File: config.mk
export PLATFORM = sky130hd
export DESIGN_NAME = decode_issue_stage
export DESIGN_NICKNAME = d
export VERILOG_FILES = /design/src/rtl/decode_pkg.sv /design/src/rtl/operand_bypass.sv /design/src/rtl/decode_issue_stage.sv
export SDC_FILE = /design/constraint.sdc
export NUM_CORES = 1
export LEC_CHECK = 0
export ABC_AREA = 1
export BUFFER_PORTS_ARGS = -buffer_cell sky130_fd_sc_hd__buf_2
export CAP_MARGIN = 20
export CORE_MARGIN = 4
export CORE_UTILIZATION = 59
export DETAILED_ROUTE_END_ITERATION = 10
export HOLD_SLACK_MARGIN = 0.03
export PLACE_DENSITY = 0.94
export SLEW_MARGIN = 20
export SYNTH_ARGS = -nofsm -noshare
export SYNTH_HDL_FRONTEND = slang
export SYNTH_HIERARCHICAL = 1
export SYNTH_SLANG_ARGS = --single-unit
File: constraint.sdc
create_clock -name clk -period 3.55 [get_ports clk]
set_input_delay 0.355 -clock clk [delete_from_list [all_inputs] [get_ports clk]]
set_output_delay 0.355 -clock clk [all_outputs]
set_load 0.05 [all_outputs]
File: src/rtl/decode_pkg.sv
// Shared decode-stage types and instruction field positions.
// Imported by the decode/issue stage and its operand bypass.
package decode_pkg;

  localparam int REG_AW   = 3;
  localparam int RS1_HI   = 10;
  localparam int RS1_LO   = 8;
  localparam int RS2_HI   = 7;
  localparam int RS2_LO   = 5;
  localparam int SHAMT_HI = 3;
  localparam int SHAMT_LO = 0;

  typedef enum logic {
    RUN,
    IMM
  } state_e;

  typedef enum logic [2:0] {
    A_KEEP,
    A_FLUSH,
    A_BUBBLE,
    A_ISSUE,
    A_SAVE,
    A_ISSUE_SV
  } act_e;

  function automatic logic [REG_AW-1:0] rs1_of(
    input logic [15:0] w
  );
    return w[RS1_HI:RS1_LO];
  endfunction

  function automatic logic [REG_AW-1:0] rs2_of(
    input logic [15:0] w
  );
    return w[RS2_HI:RS2_LO];
  endfunction

endpackage

File: src/rtl/operand_bypass.sv
// One register read port with write-back forwarding.
// Fresh write-back data overrides the register file value.
module operand_bypass
  import decode_pkg::*;
#(
  parameter int DATA_W = 16
) (
  input  logic [REG_AW-1:0] raddr,
  input  logic [DATA_W-1:0] rdata,
  input  logic              wb_we,
  input  logic [REG_AW-1:0] wb_addr,
  input  logic [DATA_W-1:0] wb_data,
  output logic [DATA_W-1:0] data
);

  logic hit;

  assign hit  = wb_we & (wb_addr == raddr);
  assign data = hit ? wb_data : rdata;

endmodule

File: src/rtl/decode_issue_stage.sv
// Decode/issue stage: operand read with bypass, load-use
// interlock, two-word immediate assembly, ID/EX register.
module decode_issue_stage
  import decode_pkg::*;
#(
  parameter int DATA_W = 16,
  parameter int PC_W   = 32,
  parameter int CTRL_W = 24
) (
  input  logic              clk,
  input  logic              reset,
  input  logic              if_valid,
  input  logic [15:0]       if_instr,
  input  logic [PC_W-1:0]   if_pc,
  input  logic [CTRL_W-1:0] dec_ctrl,
  input  logic              dec_uses_rs1,
  input  logic              dec_uses_rs2,
  input  logic              dec_two_word,
  input  logic              dec_mem_read,
  output logic [2:0]        rf_raddr1,
  output logic [2:0]        rf_raddr2,
  input  logic [DATA_W-1:0] rf_rdata1,
  input  logic [DATA_W-1:0] rf_rdata2,
  input  logic              wb_we,
  input  logic [2:0]        wb_addr,
  input  logic [DATA_W-1:0] wb_data,
  input  logic              flush,
  input  logic              hold,
  output logic              stall_fetch,
  output logic              ex_valid,
  output logic [CTRL_W-1:0] ex_ctrl,
  output logic [PC_W-1:0]   ex_pc,
  output logic [DATA_W-1:0] ex_rs1_data,
  output logic [DATA_W-1:0] ex_rs2_data,
  output logic [DATA_W-1:0] ex_imm,
  output logic [2:0]        ex_rd,
  output logic [3:0]        ex_shamt,
  output logic              ex_mem_read
);

  state_e state_q;
  act_e   act;

  logic [CTRL_W-1:0] sv_ctrl;
  logic [PC_W-1:0]   sv_pc;
  logic [2:0]        sv_rd;
  logic [3:0]        sv_shamt;
  logic              sv_mem_read;
  logic [DATA_W-1:0] sv_rs1;
  logic [DATA_W-1:0] sv_rs2;
  logic [2:0]        sv_ra1;
  logic [2:0]        sv_ra2;

  logic [DATA_W-1:0] op1;
  logic [DATA_W-1:0] op2;
  logic [DATA_W-1:0] sop1;
  logic [DATA_W-1:0] sop2;

  logic hit1;
  logic hit2;
  logic hazard;

  logic [CTRL_W-1:0] nx_ctrl;
  logic [PC_W-1:0]   nx_pc;
  logic [DATA_W-1:0] nx_rs1;
  logic [DATA_W-1:0] nx_rs2;
  logic [DATA_W-1:0] nx_imm;
  logic [2:0]        nx_rd;
  logic [3:0]        nx_shamt;
  logic              nx_mem_read;
  logic              pkt_ld;
  logic              pkt_clr;
  logic              from_sv;

  assign rf_raddr1 = rs1_of(if_instr);
  assign rf_raddr2 = rs2_of(if_instr);

  operand_bypass #(.DATA_W(DATA_W)) u_byp1 (
    .raddr   (rf_raddr1),
    .rdata   (rf_rdata1),
    .wb_we   (wb_we),
    .wb_addr (wb_addr),
    .wb_data (wb_data),
    .data    (op1)
  );

  operand_bypass #(.DATA_W(DATA_W)) u_byp2 (
    .raddr   (rf_raddr2),
    .rdata   (rf_rdata2),
    .wb_we   (wb_we),
    .wb_addr (wb_addr),
    .wb_data (wb_data),
    .data    (op2)
  );

  // Saved operands may be overwritten while waiting for the imm word.
  operand_bypass #(.DATA_W(DATA_W)) u_sbyp1 (
    .raddr   (sv_ra1),
    .rdata   (sv_rs1),
    .wb_we   (wb_we),
    .wb_addr (wb_addr),
    .wb_data (wb_data),
    .data    (sop1)
  );

  operand_bypass #(.DATA_W(DATA_W)) u_sbyp2 (
    .raddr   (sv_ra2),
    .rdata   (sv_rs2),
    .wb_we   (wb_we),
    .wb_addr (wb_addr),
    .wb_data (wb_data),
    .data    (sop2)
  );

  assign hit1 = dec_uses_rs1 & (ex_rd == rf_raddr1);
  assign hit2 = dec_uses_rs2 & (ex_rd == rf_raddr2);

  assign hazard = (state_q == RUN) & ex_valid & ex_mem_read
                & if_valid & (hit1 | hit2);

  assign stall_fetch = ~reset & ~flush & (hold | hazard);

  always_comb begin
    act = A_BUBBLE;
    priority case (1'b1)
      flush:  act = A_FLUSH;
      hold:   act = A_KEEP;
      hazard: act = A_BUBBLE;
      (state_q == RUN) & if_valid & ~dec_two_word:
        act = A_ISSUE;
      (state_q == RUN) & if_valid & dec_two_word:
        act = A_SAVE;
      (state_q == IMM) & if_valid:
        act = A_ISSUE_SV;
      default: act = A_BUBBLE;
    endcase
  end

  assign from_sv = (act == A_ISSUE_SV);
  assign pkt_ld  = (act == A_ISSUE) | from_sv;
  assign pkt_clr = (act == A_FLUSH) | (act == A_BUBBLE)
                 | (act == A_SAVE);

  always_comb begin
    nx_ctrl     = dec_ctrl;
    nx_pc       = if_pc;
    nx_rs1      = op1;
    nx_rs2      = op2;
    nx_imm      = '0;
    nx_rd       = rf_raddr1;
    nx_shamt    = if_instr[SHAMT_HI:SHAMT_LO];
    nx_mem_read = dec_mem_read;
    if (from_sv) begin
      nx_ctrl     = sv_ctrl;
      nx_pc       = sv_pc;
      nx_rs1      = sop1;
      nx_rs2      = sop2;
      nx_imm      = DATA_W'(if_instr);
      nx_rd       = sv_rd;
      nx_shamt    = sv_shamt;
      nx_mem_read = sv_mem_read;
    end
  end

  always_ff @(posedge clk) begin
    if (reset) begin
      state_q <= RUN;
    end else begin
      unique case (act)
        A_FLUSH:    state_q <= RUN;
        A_SAVE:     state_q <= IMM;
        A_ISSUE_SV: state_q <= RUN;
        default:    state_q <= state_q;
      endcase
    end
  end

  // First word of a two-word instruction, held until its immediate.
  always_ff @(posedge clk) begin
    if (reset) begin
      sv_ctrl     <= '0;
      sv_pc       <= '0;
      sv_rd       <= '0;
      sv_shamt    <= '0;
      sv_mem_read <= 1'b0;
      sv_rs1      <= '0;
      sv_rs2      <= '0;
      sv_ra1      <= '0;
      sv_ra2      <= '0;
    end else if (act == A_SAVE) begin
      sv_ctrl     <= dec_ctrl;
      sv_pc       <= if_pc;
      sv_rd       <= rf_raddr1;
      sv_shamt    <= if_instr[SHAMT_HI:SHAMT_LO];
      sv_mem_read <= dec_mem_read;
      sv_rs1      <= op1;
      sv_rs2      <= op2;
      sv_ra1      <= rf_raddr1;
      sv_ra2      <= rf_raddr2;
    end
  end

  always_ff @(posedge clk) begin
    if (reset) begin
      ex_valid    <= 1'b0;
      ex_ctrl     <= '0;
      ex_pc       <= '0;
      ex_rs1_data <= '0;
      ex_rs2_data <= '0;
      ex_imm      <= '0;
      ex_rd       <= '0;
      ex_shamt    <= '0;
      ex_mem_read <= 1'b0;
    end else if (pkt_clr) begin
      ex_valid    <= 1'b0;
      ex_ctrl     <= '0;
      ex_mem_read <= 1'b0;
    end else if (pkt_ld) begin
      ex_valid    <= 1'b1;
      ex_ctrl     <= nx_ctrl;
      ex_pc       <= nx_pc;
      ex_rs1_data <= nx_rs1;
      ex_rs2_data <= nx_rs2;
      ex_imm      <= nx_imm;
      ex_rd       <= nx_rd;
      ex_shamt    <= nx_shamt;
      ex_mem_read <= nx_mem_read;
    end
  end

endmodule

# --- After elaboration in Yosys (flattened, before gate mapping) ---
# Index checks and enable logic that the tools add are counted.
word_totals:
  out_inout_bits: 120
  register_bits: 213
  word_cells: 78
  in_bits: 133
classes:
  reduce_logical: 4
  bitwise_logic: 26
  n_mux: 19
  eq_ne: 11
op_table:
  columns: ["op", "n"]
  rows:
  - ["$mux W16", 7]
  - ["$mux W32", 1]
  - ["$mux W24", 1]
  - ["$mux W3", 7]
  - ["$eq A3 B3 Y1", 6]
  - ["$and A1 B1 Y1", 16]
  - ["$eq A3 B2 Y1 const B", 2]
  - ["$eq A3 B3 Y1 const B", 2]
  - ["$not A1 Y1", 5]
  - ["$or A1 B1 Y1", 5]
  - ["$mux W4", 1]
  - ["$reduce_or A2 Y1", 2]
  - ["$eq A3 B1 Y1 const B", 1]
  - ["$pmux W1 S2", 1]
  - ["$reduce_and A2 Y1", 1]
  - ["$reduce_bool A2 Y1", 1]
  - ["$mux W1", 1]

# --- Longest topological paths before layout ---
# Gate-level depths: netlist (run 1).
depth:
  ltp_word: 13
  depth_mapped: 14
  mapped_depth_nobuf: 13

# --- Cells and area by module ---
# The synthesis (run 1) kept the hierarchy.
by_module_without_submodules:
  columns: ["mod", "area_per_inst_um2", "cells_each", "instances", "seq_area_each_um2"]
  rows:
  - ["decode_issue_stage", 9849.4, 1482, 1, 4264.1]
  - ["operand_bypass", 332.8, 68, 4, 0.0]

# --- Least setup slack after synthesis (run 1) ---
# OpenSTA, ideal clock, no wires.
synth_path:
  path_type: "reg2out"
  from: "register ex_rd[2]"
  to: "output stall_fetch"
  path_stages_with_launch: 11
  slack_ns: 0.932
  path_buffers: 2
  arrival_time_ns: 2.263
  cell_sequence: "dfxtp_1 > inv_1 > nand2_1 > nand2_1 > nor2_1 > nand2_1 > nand2_1 > nand2_2 > buf_6 > clkbuf_1 > a21oi_1"
synth_between:
  elab_chain_cells: 6
  elab_cells_between_ends: 8
synth_rtl:
  columns: ["element", "line_no", "text"]
  rows:
  - ["start: declaration", "decode_issue_stage.sv:36", "output logic [2:0] ex_rd,"]
  - ["start signal: assignment", "decode_issue_stage.sv:225", "ex_rd <= nx_rd;"]
  - ["$eq A3 B3 Y1 (on tied branches)", "decode_issue_stage.sv:115, decode_issue_stage.sv:116", null]
  - ["$and A1 B1 Y1 (on tied branches)", "decode_issue_stage.sv:115, decode_issue_stage.sv:116", null]
  - ["$or A1 B1 Y1 *", "decode_issue_stage.sv:119", "& if_valid & (hit1 | hit2);"]
  - ["$and A1 B1 Y1 *", "decode_issue_stage.sv:119", null]
  - ["$or A1 B1 Y1 *", "decode_issue_stage.sv:121", "assign stall_fetch = ~reset & ~flush & (hold | hazard);"]
  - ["$and A1 B1 Y1 *", "decode_issue_stage.sv:121", null]
  - ["end: declaration", "decode_issue_stage.sv:29", "output logic stall_fetch,"]
# Every way passes the cells marked *; elsewhere a longest branch is shown, timed or not.

# --- Worst setup path in the final report (run 1) ---
# Same ends and word-level chain as after synthesis.

==> metrics, run 1 <==
Die Footprint=21,200 um2; core area=18,600 um2; outcome=finished, final reports clean; dpl hpwl=20.0 mm; CP Data Arrival Time=2.26 ns; synthesis-stage register bit count=213; CTS Buf Count=23; die height=146 um; Via density=5.48; fin util=69.2%; Final GP Congestion=0.857; crit path kind=register to primary output; final setup violation count=0; fin. max-slew vios=0; row count=50; CTS tree=yes; Pre-antenna DRT Iters=5; Layout area overhead=15.3%; RSZ-0062 raised after global routing=false; Total Routing Usage GR=27.9%; hold_buf cts=0; global routing usage on met1=37.5%; Iter 0 DRT Violations=1,170; WHS Endpoint=ex_imm[13]; DRC viols=0; die width=146 um; Post-Route Skew=0.0161 ns; peak supply drop=386 uV; setup_tns=0 ns; overall power=5560 uW; mapped cell area=11,200 um2; Worst-Margin Slew=0.879 ns; CP endpoint kind=primary output; Leakage Power=0.00686 uW; Worst slew margin=41.4%; worst skew pair latency=0.50 ns; H-tree levels=1; initial core utilization=60.0%; vias in the first global route=10,800; Top Usage Layer GRT=met2; Crit Reg-Reg Startpoint=ex_rd[0]; met3 Track Usage GR=4.64%; Worst-path clk slew=0.06 ns; hold slack=0.127 ns; routed via count=11,900; CTS sink cnt=213; max-cap check violation count=0; # fillers=1,585; Cells after DPL=2,121; Hold Path Depth=3; setup bufs post-CTS=0; reg2reg end=ex_imm[8]; CP startpoint kind=register; period utilization=73.6%; Hold Startpoint=if_instr[13]; fin crit period=2.61 ns; initial antenna violation count=1; Ys Warns=6; Syn Inst Count=1,754; Final Hold Fails=0; grt met2 use=45.5%; DRT Wirelength=30.9 mm; Worst Path Max Fanout=19; routed len/inst=14.3 um; Layout Nets=2,045; I/O pin count=253; largest net degree at the start of global routing=127; R2R cell count=11; clk buf depth=3; CTS Root Cell=clkbuf_16; Worst EP required=3.19 ns; unique cell type count in the Yosys netlist=24; final std cells w/o fill=2,162; cts repair resizes=0; antenna-violating nets left=0; flop2flop setup slack=1.04 ns; first-pass GRT wire length=51.5 mm; Seq/Total Area, Yosys=38.1%; post-synthesis net count=1,887; Max Freq=383 MHz; syn avg cell area=6.37 um2; layout cell share with drive strength beyond 1=17.0%; Cell Pwr Density=431 nW/um2; worst hold path type=input pin to register; # port buffers=252; total global routing overflow=0
state kept, by name, summed over array words and instances (netlist names), 4 cells and up:
register	count
sv_shamt	4
sv_rs1	16
ex_imm	16
sv_pc	32
ex_rs1_data	16
ex_rs2_data	16
sv_ctrl	24
ex_ctrl	24
sv_rs2	16
ex_pc	32
ex_shamt	4
cell usage after synthesis, drive strengths merged:
library cell / n / area [um2]
nand4: 1 / 12.5
nand2: 545 / 2110
inv: 199 / 747
o21ai: 96 / 480
dfxtp: 213 / 4260
o21a: 1 / 7.51
buf: 95 / 581
nor2: 149 / 664
nand3b: 25 / 188
clkbuf: 36 / 135
a21oi: 213 / 1080
nand3: 181 / 911
cell type report:
type | instances | area, um2 | area share [%]
tap | 234 | 293 | 2.27
multi-input combinational | 1211 | 5480 | 42.5
antenna | 1 | 2.50 | 0.0194
clock buffer | 36 | 644 | 5.00
clock inverter | 4 | 20.0 | 0.155
timing repair buffer | 264 | 1440 | 11.2
inverter | 199 | 751 | 5.82
sequential | 213 | 4260 | 33.1
power by group:
group	switching, uW	internal (uW)	total, uW
sequential	39.2	2470	2500
clock	925	1240	2160
combinational	624	264	888
stage by stage:
stage | worst slack [ns] | cell area, um2
floorplan | 0.932 | 11200
global placement | 1.01 | 12200
detailed placement | 0.924 | 12200
CTS | 0.906 | 12900
global route | 0.735 | 12900
finish | 0.938 | 12900
layout by cell type (no fill, tap or decap):
cell type and instances:
clkbuf_16 23, nand2_2 14, nand4_4 1, buf_6 1
o21ai_1 7, inv_1 196, o21ai_0 89, buf_12 7
clkinv_2 5, nand3_4 1, nand3_1 180, diode_2 1
nor2_4 5, a21oi_4 1, nand3b_1 25, inv_2 1
clkbuf_8 2, clkbuf_1 11, buf_4 4, nand2_1 526
nor2_1 139, inv_4 1, dfxtp_1 213, a21oi_1 212
nor2_8 4, buf_2 252, o21a_1 1, nor2_2 1
nand2_4 5
worst max-delay path by stage:
stage / from / endpoint / slack [ns] / cells after the start
final: ex_rd[2] / stall_fetch / 0.94 / 10
after global routing: ex_rd[2] / stall_fetch / 0.74 / 10
after CTS: ex_rd[2] / stall_fetch / 0.91 / 10
after detailed placement: if_instr[5] / ex_imm[5] / 0.92 / 13
after global placement: if_instr[8] / ex_pc[14] / 1.01 / 13
after floorplan: ex_rd[2] / stall_fetch / 0.93 / 10
critical path, cell delays in order (launching register included):
cell     delay, ns
dfxtp_1       0.39
inv_1         0.09
nand2_1       0.06
nand2_1       0.04
nor2_1        0.08
nand2_1       0.06
nand2_1       0.08
nand2_2       0.18
buf_4         0.28
a21oi_1       0.20
buf_2         0.30
cells by family after synthesis:
logic type / Yosys count / share of synthesized area, %
flip-flops: 213 / 38.1
AO/OA/AOI/OAI: 310 / 14.0
buffers and inverters: 330 / 13.1
AND/OR/NAND/NOR: 901 / 34.8
per-layer routing:
metal / part of all wire (%) / vias to the layer above / wire length (um)
met4: 3.5 / 0 / 1090
li1: - / 5812 / -
met3: 9.5 / 94 / 2950
met2: 47 / 627 / 14400
met5: 0 / - / 0
met1: 40 / 5317 / 12400
No activity file was read; power rests on OpenSTA's default activity.
==> run 2, diff against run 1 <==
CORE_UTILIZATION = 50   (was 59)
PLACE_DENSITY = 0.86   (was 0.94)
clock period = 2.2 ns   (was 3.55 ns; I/O delays follow)
==> run 2 against run 1 <==
Net effect: clock power is 86% higher; wire length is 7.7% higher; critical path depth stayed put; global-route usage is 2.5 points lower; sequential cell count stayed put; final area is 4.9% higher; worst setup slack worse by 0.85 ns; critical path type unchanged; largest power group unchanged.
==> metrics, run 2 (same netlist as run 1, synthesis figures left out) <==
routed len/inst=14.8 um; Total Routing Usage GR=25.4%; CP bufs+invs=3; CTS sink cnt=213; Iter 0 DRT Violations=1,116; fin crit period=2.11 ns; Worst Setup Slack, final=0.0859 ns; dpl hpwl=21.2 mm; Critical Path Max Stage Delay=0.36 ns; final setup violation count=0; H-tree levels=1; DRT Wirelength=33.3 mm; Top cell by count, worst path=nand2_1; Worst-Margin Slew=0.554 ns; crit path kind=register to primary output; Final Hold Fails=0; Worst-path clk slew=0.06 ns; CP delay by family, top=simple AND/OR/NAND/NOR gates; CP Cell Sequence=inv_1 > nand2_1 > nand2_1 > nor2_1 > nand2_1 > nand2_2 > nand2_4 > buf_8 > a21oi_4 > buf_6; # port buffers=252; routed via count=11,900; RSZ-0062 raised after global routing=true; Layout area overhead=20.9%; slowest CP cell=dfxtp_2; I/O pin count=253; fin. max-slew vios=0; Final GP Congestion=0.868; peak supply drop=470 uV; period utilization=96.1%; row count=54; CP endpoint kind=primary output; CTS tree=yes; Die Footprint=24,800 um2; die height=158 um; Worst Path Max Fanout=5; R2R cell count=13; setup slack after placement=0.159 ns; vias in the first global route=11,000; clk buf depth=3; CTS Root Cell=clkbuf_16; CTS Buf Count=24; largest net degree at the start of global routing=99; fin util=61.8%; Worst EP required=1.98 ns; first-pass GRT wire length=53.2 mm; Max Freq=473 MHz; Hold Path Depth=5; worst skew pair latency=0.51 ns; final std cells w/o fill=2,248; total global routing overflow=0; CP Data Arrival Time=1.89 ns; Worst slew margin=63.1%; Crit Reg-Reg Startpoint=ex_rd[1]; Layout Nets=2,085; Leakage Power=0.00713 uW; Pre-antenna DRT Iters=5; initial core utilization=51.1%; setup_tns=0 ns; outcome=finished, final reports clean; WHS Endpoint=sv_ctrl[14]; die width=158 um; Cell Pwr Density=707 nW/um2; Regs by FF count=ex_pc: 32 flops, sv_pc: 32 flops; antenna-violating nets left=0; initial antenna violation count=1; most common cell after layout, fill and taps aside=nand2_1; reg2reg end=sv_pc[12]; max-cap check violation count=0; Post-Route Skew=0.0115 ns; worst hold path type=input pin to register; CP startpoint kind=register; Cells after DPL=2,184; layout cell share with drive strength beyond 1=18.3%; overall power=9560 uW; core area=21,900 um2; flop2flop setup slack=0.18 ns; Via density=5.31; # fillers=1,952; Hold Startpoint=dec_ctrl[14]; DRC viols=0; most frequent cells in the layout=nand2_1 (525), buf_2 (251), a21oi_1 (211), dfxtp_1 (210), inv_1 (196)
-- run 2: worst reg2reg max path, delay by kind of cell, from the launching register on --
family	cells	cell delay, ns
buffers and inverters	2	0.36
DFF	1	0.35
and+or+nand+nor	11	1.18
-- run 2: how the worst max path moves through the flow --
stage,cells after the start,to,slack [ns],from
floorplan,10,stall_fetch,0.12,ex_rd[2]
global placement,14,sv_ra2[2],0.23,if_instr[8]
detailed placement,13,ex_imm[14],0.16,if_instr[8]
CTS,10,stall_fetch,0.01,ex_rd[2]
global route,10,stall_fetch,-0.05,ex_rd[1]
finish,10,stall_fetch,0.09,ex_rd[2]
-- run 2: layout make-up --
cell class / count / area, um2 / area share, %
Antenna cell: 1 / 2.50 / 0.0185
Inverter: 199 / 751 / 5.55
Clock inverter: 8 / 106 / 0.787
Clock buffer: 33 / 676 / 5.00
Timing Repair Buffer: 303 / 1860 / 13.8
Multi-Input combinational cell: 1211 / 5500 / 40.7
Sequential cell: 213 / 4270 / 31.6
Tap cell: 280 / 350 / 2.59
-- run 2: stage by stage --
step	area, um2	hold slack, ns
6_report	13500	0.0486
4_1_cts	13500	0.0307
3_3_place_gp	12500	0.451
5_1_grt	13500	0.0462
2_1_floorplan	11200	0.380
3_5_place_dp	12500	0.457
-- run 2: layer usage --
| metal | vias to the layer above | routed length (um) | track usage, % |
|---|---|---|---|
| met5 | - | 13 | 0 |
| li1 | 5890 | - | - |
| met4 | 2 | 817 | 7.62 |
| met3 | 71 | 2990 | 4.12 |
| met2 | 580 | 15600 | 42.7 |
| met1 | 5386 | 13800 | 33.5 |
-- run 2: where the power goes --
| part | internal [uW] | switching (uW) |
|---|---|---|
| clock | 2390 | 1630 |
| combinational | 474 | 1020 |
| sequential | 3980 | 64.7 |
-- run 2: what timing repair did --
| action | 4_1_cts | 5_1_grt |
|---|---|---|
| hold buffers | 20 | 0 |
| buffers inserted | 0 | 1 |
| pin swaps | 0 | 3 |
| hold endpoints to repair | 20 | 0 |
| setup endpoints to repair | 1 | 8 |
| gates cloned | 0 | 1 |
| resized for setup | 6 | 5 |
==> run 3, diff against run 2 <==
ABC_AREA = not set   (was 1)
CORE_UTILIZATION = 49   (was 50)
HOLD_SLACK_MARGIN = 0.08   (was 0.03)
PLACE_DENSITY = 0.85   (was 0.86)
==> run 3 against run 2 <==
Net effect: combinational power down 20%; die area decreased by 5.8%; register-to-register slack got worse by 0.05 ns; non-clock buffer count grew 51; critical path depth down 4.
==> metrics, run 3 <==
routed len/inst=18.0 um; final setup violation count=0; worst hold path type=input pin to register; Sequential Power Share=44.7%; Sw Share=25.2%; row count=52; Synth area leader=dfxtp_1; syn avg cell area=9.90 um2; Final Hold Fails=0; CTS Buf Count=23; setup slack after placement=0.0659 ns; CTS Root Cell=clkbuf_16; CP bufs+invs=2; DRC viols=0; Multi-input gate area=5460 um2; core area=20,400 um2; # port buffers=252; WHS Endpoint=ex_imm[6]; most frequent cells in the layout=buf_2 (250), dfxtp_1 (211), nand2b_1 (200), nor2_1 (173), mux2i_1 (99); unique cell type count in the Yosys netlist=36; Seq/Total Area, Yosys=41.4%; R2R cell count=8; Clock power frac=41.9%; Pre-antenna DRT Iters=5; die height=153 um; layout cell share with drive strength beyond 1=29.9%; top-count cell post-synth=dfxtp_1; fin. max-slew vios=0; vias in the first global route=9,214; # fillers=1,534; FFs w/ async S/R, synth=0%; setup_tns=0 ns; Post-Route Skew=0.0115 ns; Register Area=4270 um2; CTS sink cnt=213; DRT Wirelength=29.1 mm; slowest CP cell=dfxtp_2; Regs by FF count=ex_pc: 32 flops, sv_pc: 32 flops; Layout area overhead=28.3%; first-pass GRT wire length=47.5 mm; fin crit period=2.09 ns; clk buf depth=3; Yosys top cell area share=41.4%; worst skew pair latency=0.50 ns; Syn Inst Count=1,039; Total Routing Usage GR=23.9%; crit path kind=register to primary output; Worst Setup Slack, final=0.110 ns; Crit Reg-Reg Startpoint=ex_rd[2]; Worst slew margin=43.3%; H-tree levels=1; largest net degree at the start of global routing=147; CP Cell Sequence=xnor2_1 > and4_4 > o21ba_1 > buf_4 > o21a_1 > buf_6; CP delay by family, top=flip-flops; CP endpoint kind=primary output; initial core utilization=50.4%; RSZ-0062 raised after global routing=false; antenna-violating nets left=0; Die Footprint=23,400 um2; max-cap check violation count=0; outcome=finished, final reports clean; flop2flop setup slack=0.13 ns; Worst-Margin Slew=0.850 ns; Hold Path Depth=3; combinational share of power=13.4%; dpl hpwl=18.1 mm; mapped cell area=10,300 um2; synth top area cells=dfxtp_1 (41%), nand2b_1 (12%), mux2i_1 (9.6%), o221a_1 (7.7%), nor2_1 (6.3%); die width=153 um; synthesis-stage register bit count=213; initial antenna violation count=1; Power Internal=6710 uW; peak supply drop=568 uV; Hold Startpoint=if_instr[6]; CTS tree=yes; Worst EP required=1.98 ns; Cell Pwr Density=679 nW/um2; Critical Path Max Stage Delay=0.34 ns; most common cell after layout, fill and taps aside=buf_2; Post-synth EDFFs=0; Leakage Power=0.00586 uW; reg2reg end=sv_rs2[10]; Via density=5.49; Max Freq=478 MHz; total global routing overflow=0; CP startpoint kind=register; Worst-path clk slew=0.06 ns; Ys Warns=6; Worst Path Max Fanout=4; CP Data Arrival Time=1.87 ns; Iter 0 DRT Violations=512; post-synthesis net count=1,172; period utilization=95.0%; I/O pin count=253; ys flop type=dfxtp_1; Post-synth top cells=dfxtp_1 (213), nand2b_1 (200), nor2_1 (173), mux2i_1 (99), o221a_1 (70); Layout Nets=1,463; routed via count=8,864; Final GP Congestion=0.817; switching power=2260 uW
==> run 3: changes by cell type after synthesis, sizes merged, moves of 64 or more <==
cell    change
o21ai      -96
a21oi     -188
o221a      +71
mux2       +64
inv       -174
mux2i      +99
nand2b    +200
nand2     -545
nand3     -180
==> run 3: stage by stage <==
step | std cells | utilization (%) | total power, uW | hold WS [ns] | instance area [um2]
global route | 1614 | 64.6 | 9310 | 0.102 | 13200
CTS | 1614 | 64.6 | 9020 | 0.0898 | 13200
floorplan | 1039 | - | 4830 | 0.299 | 10300
finish | 1615 | 64.6 | 8970 | 0.110 | 13200
global placement | 1507 | 57.7 | 5150 | 0.434 | 11800
detailed placement | 1507 | 57.7 | 5180 | 0.438 | 11800
==> run 3: final cells by class <==
class | count | area share [%]
tap | 270 | 2.56
clock buffer | 33 | 5.10
clock inverter | 6 | 0.436
sequential | 213 | 32.3
antenna | 1 | 0.0190
timing repair buffer | 354 | 17.5
multi-input combinational | 713 | 41.4
inverter | 25 | 0.711
==> run 3: power by group through the flow <==
stage | clock network (uW) | logic (uW) | registers (uW)
floorplan | 0 | 564 | 4260
global placement | 0 | 1060 | 4090
detailed placement | 0 | 1090 | 4090
CTS | 3830 | 1190 | 4010
global route | 4010 | 1280 | 4020
finish | 3760 | 1200 | 4010
==> run 3: how the worst max path moves through the flow <==
stage | to | start | depth (start not counted) | slack (ns)
6_report | stall_fetch | ex_rd[1] | 6 | 0.11
3_3_place_gp | ex_shamt[3] | if_instr[8] | 7 | 0.21
4_1_cts | stall_fetch | ex_rd[1] | 6 | 0.03
3_5_place_dp | ex_ctrl[3] | ex_rd[1] | 7 | 0.07
5_1_grt | sv_rs2[10] | ex_rd[2] | 8 | 0.003
2_1_floorplan | ex_rd[0] | ex_rd[0] | 7 | 0.006
==> run 3: logic make-up after synthesis <==
group           synth area share [%]
mux                             18.1
buf+inv                         5.84
simple gates                    20.1
compound gates                  13.0
xor+xnor                        1.53
flops                           41.4
==> run 3: repair_timing <==
action	CTS	global route
hold buffers	68	0
endpoints found under the setup margin	1	4
gates resized for setup	1	4
endpoints found under the hold margin	133	0
setup buffers	0	0
==> run 3: metal layers <==
metal,wire length [um],up-vias,part of all wire (%),track usage [%]
met5,12,-,0.041,0
met4,1000,2,3.4,8.66
met3,2300,85,7.9,5.00
met2,13700,407,47,40.9
met1,12000,4204,41,29.9
li1,-,4166,-,-
==> run 3: worst reg2reg max path: stages, from the launching register on <==
cell,delay (ns)
dfxtp_1,0.39
xnor2_1,0.10
and4_4,0.20
o21ba_1,0.20
buf_4,0.15
nor3b_2,0.21
buf_4,0.22
buf_12,0.25
mux2i_1,0.28
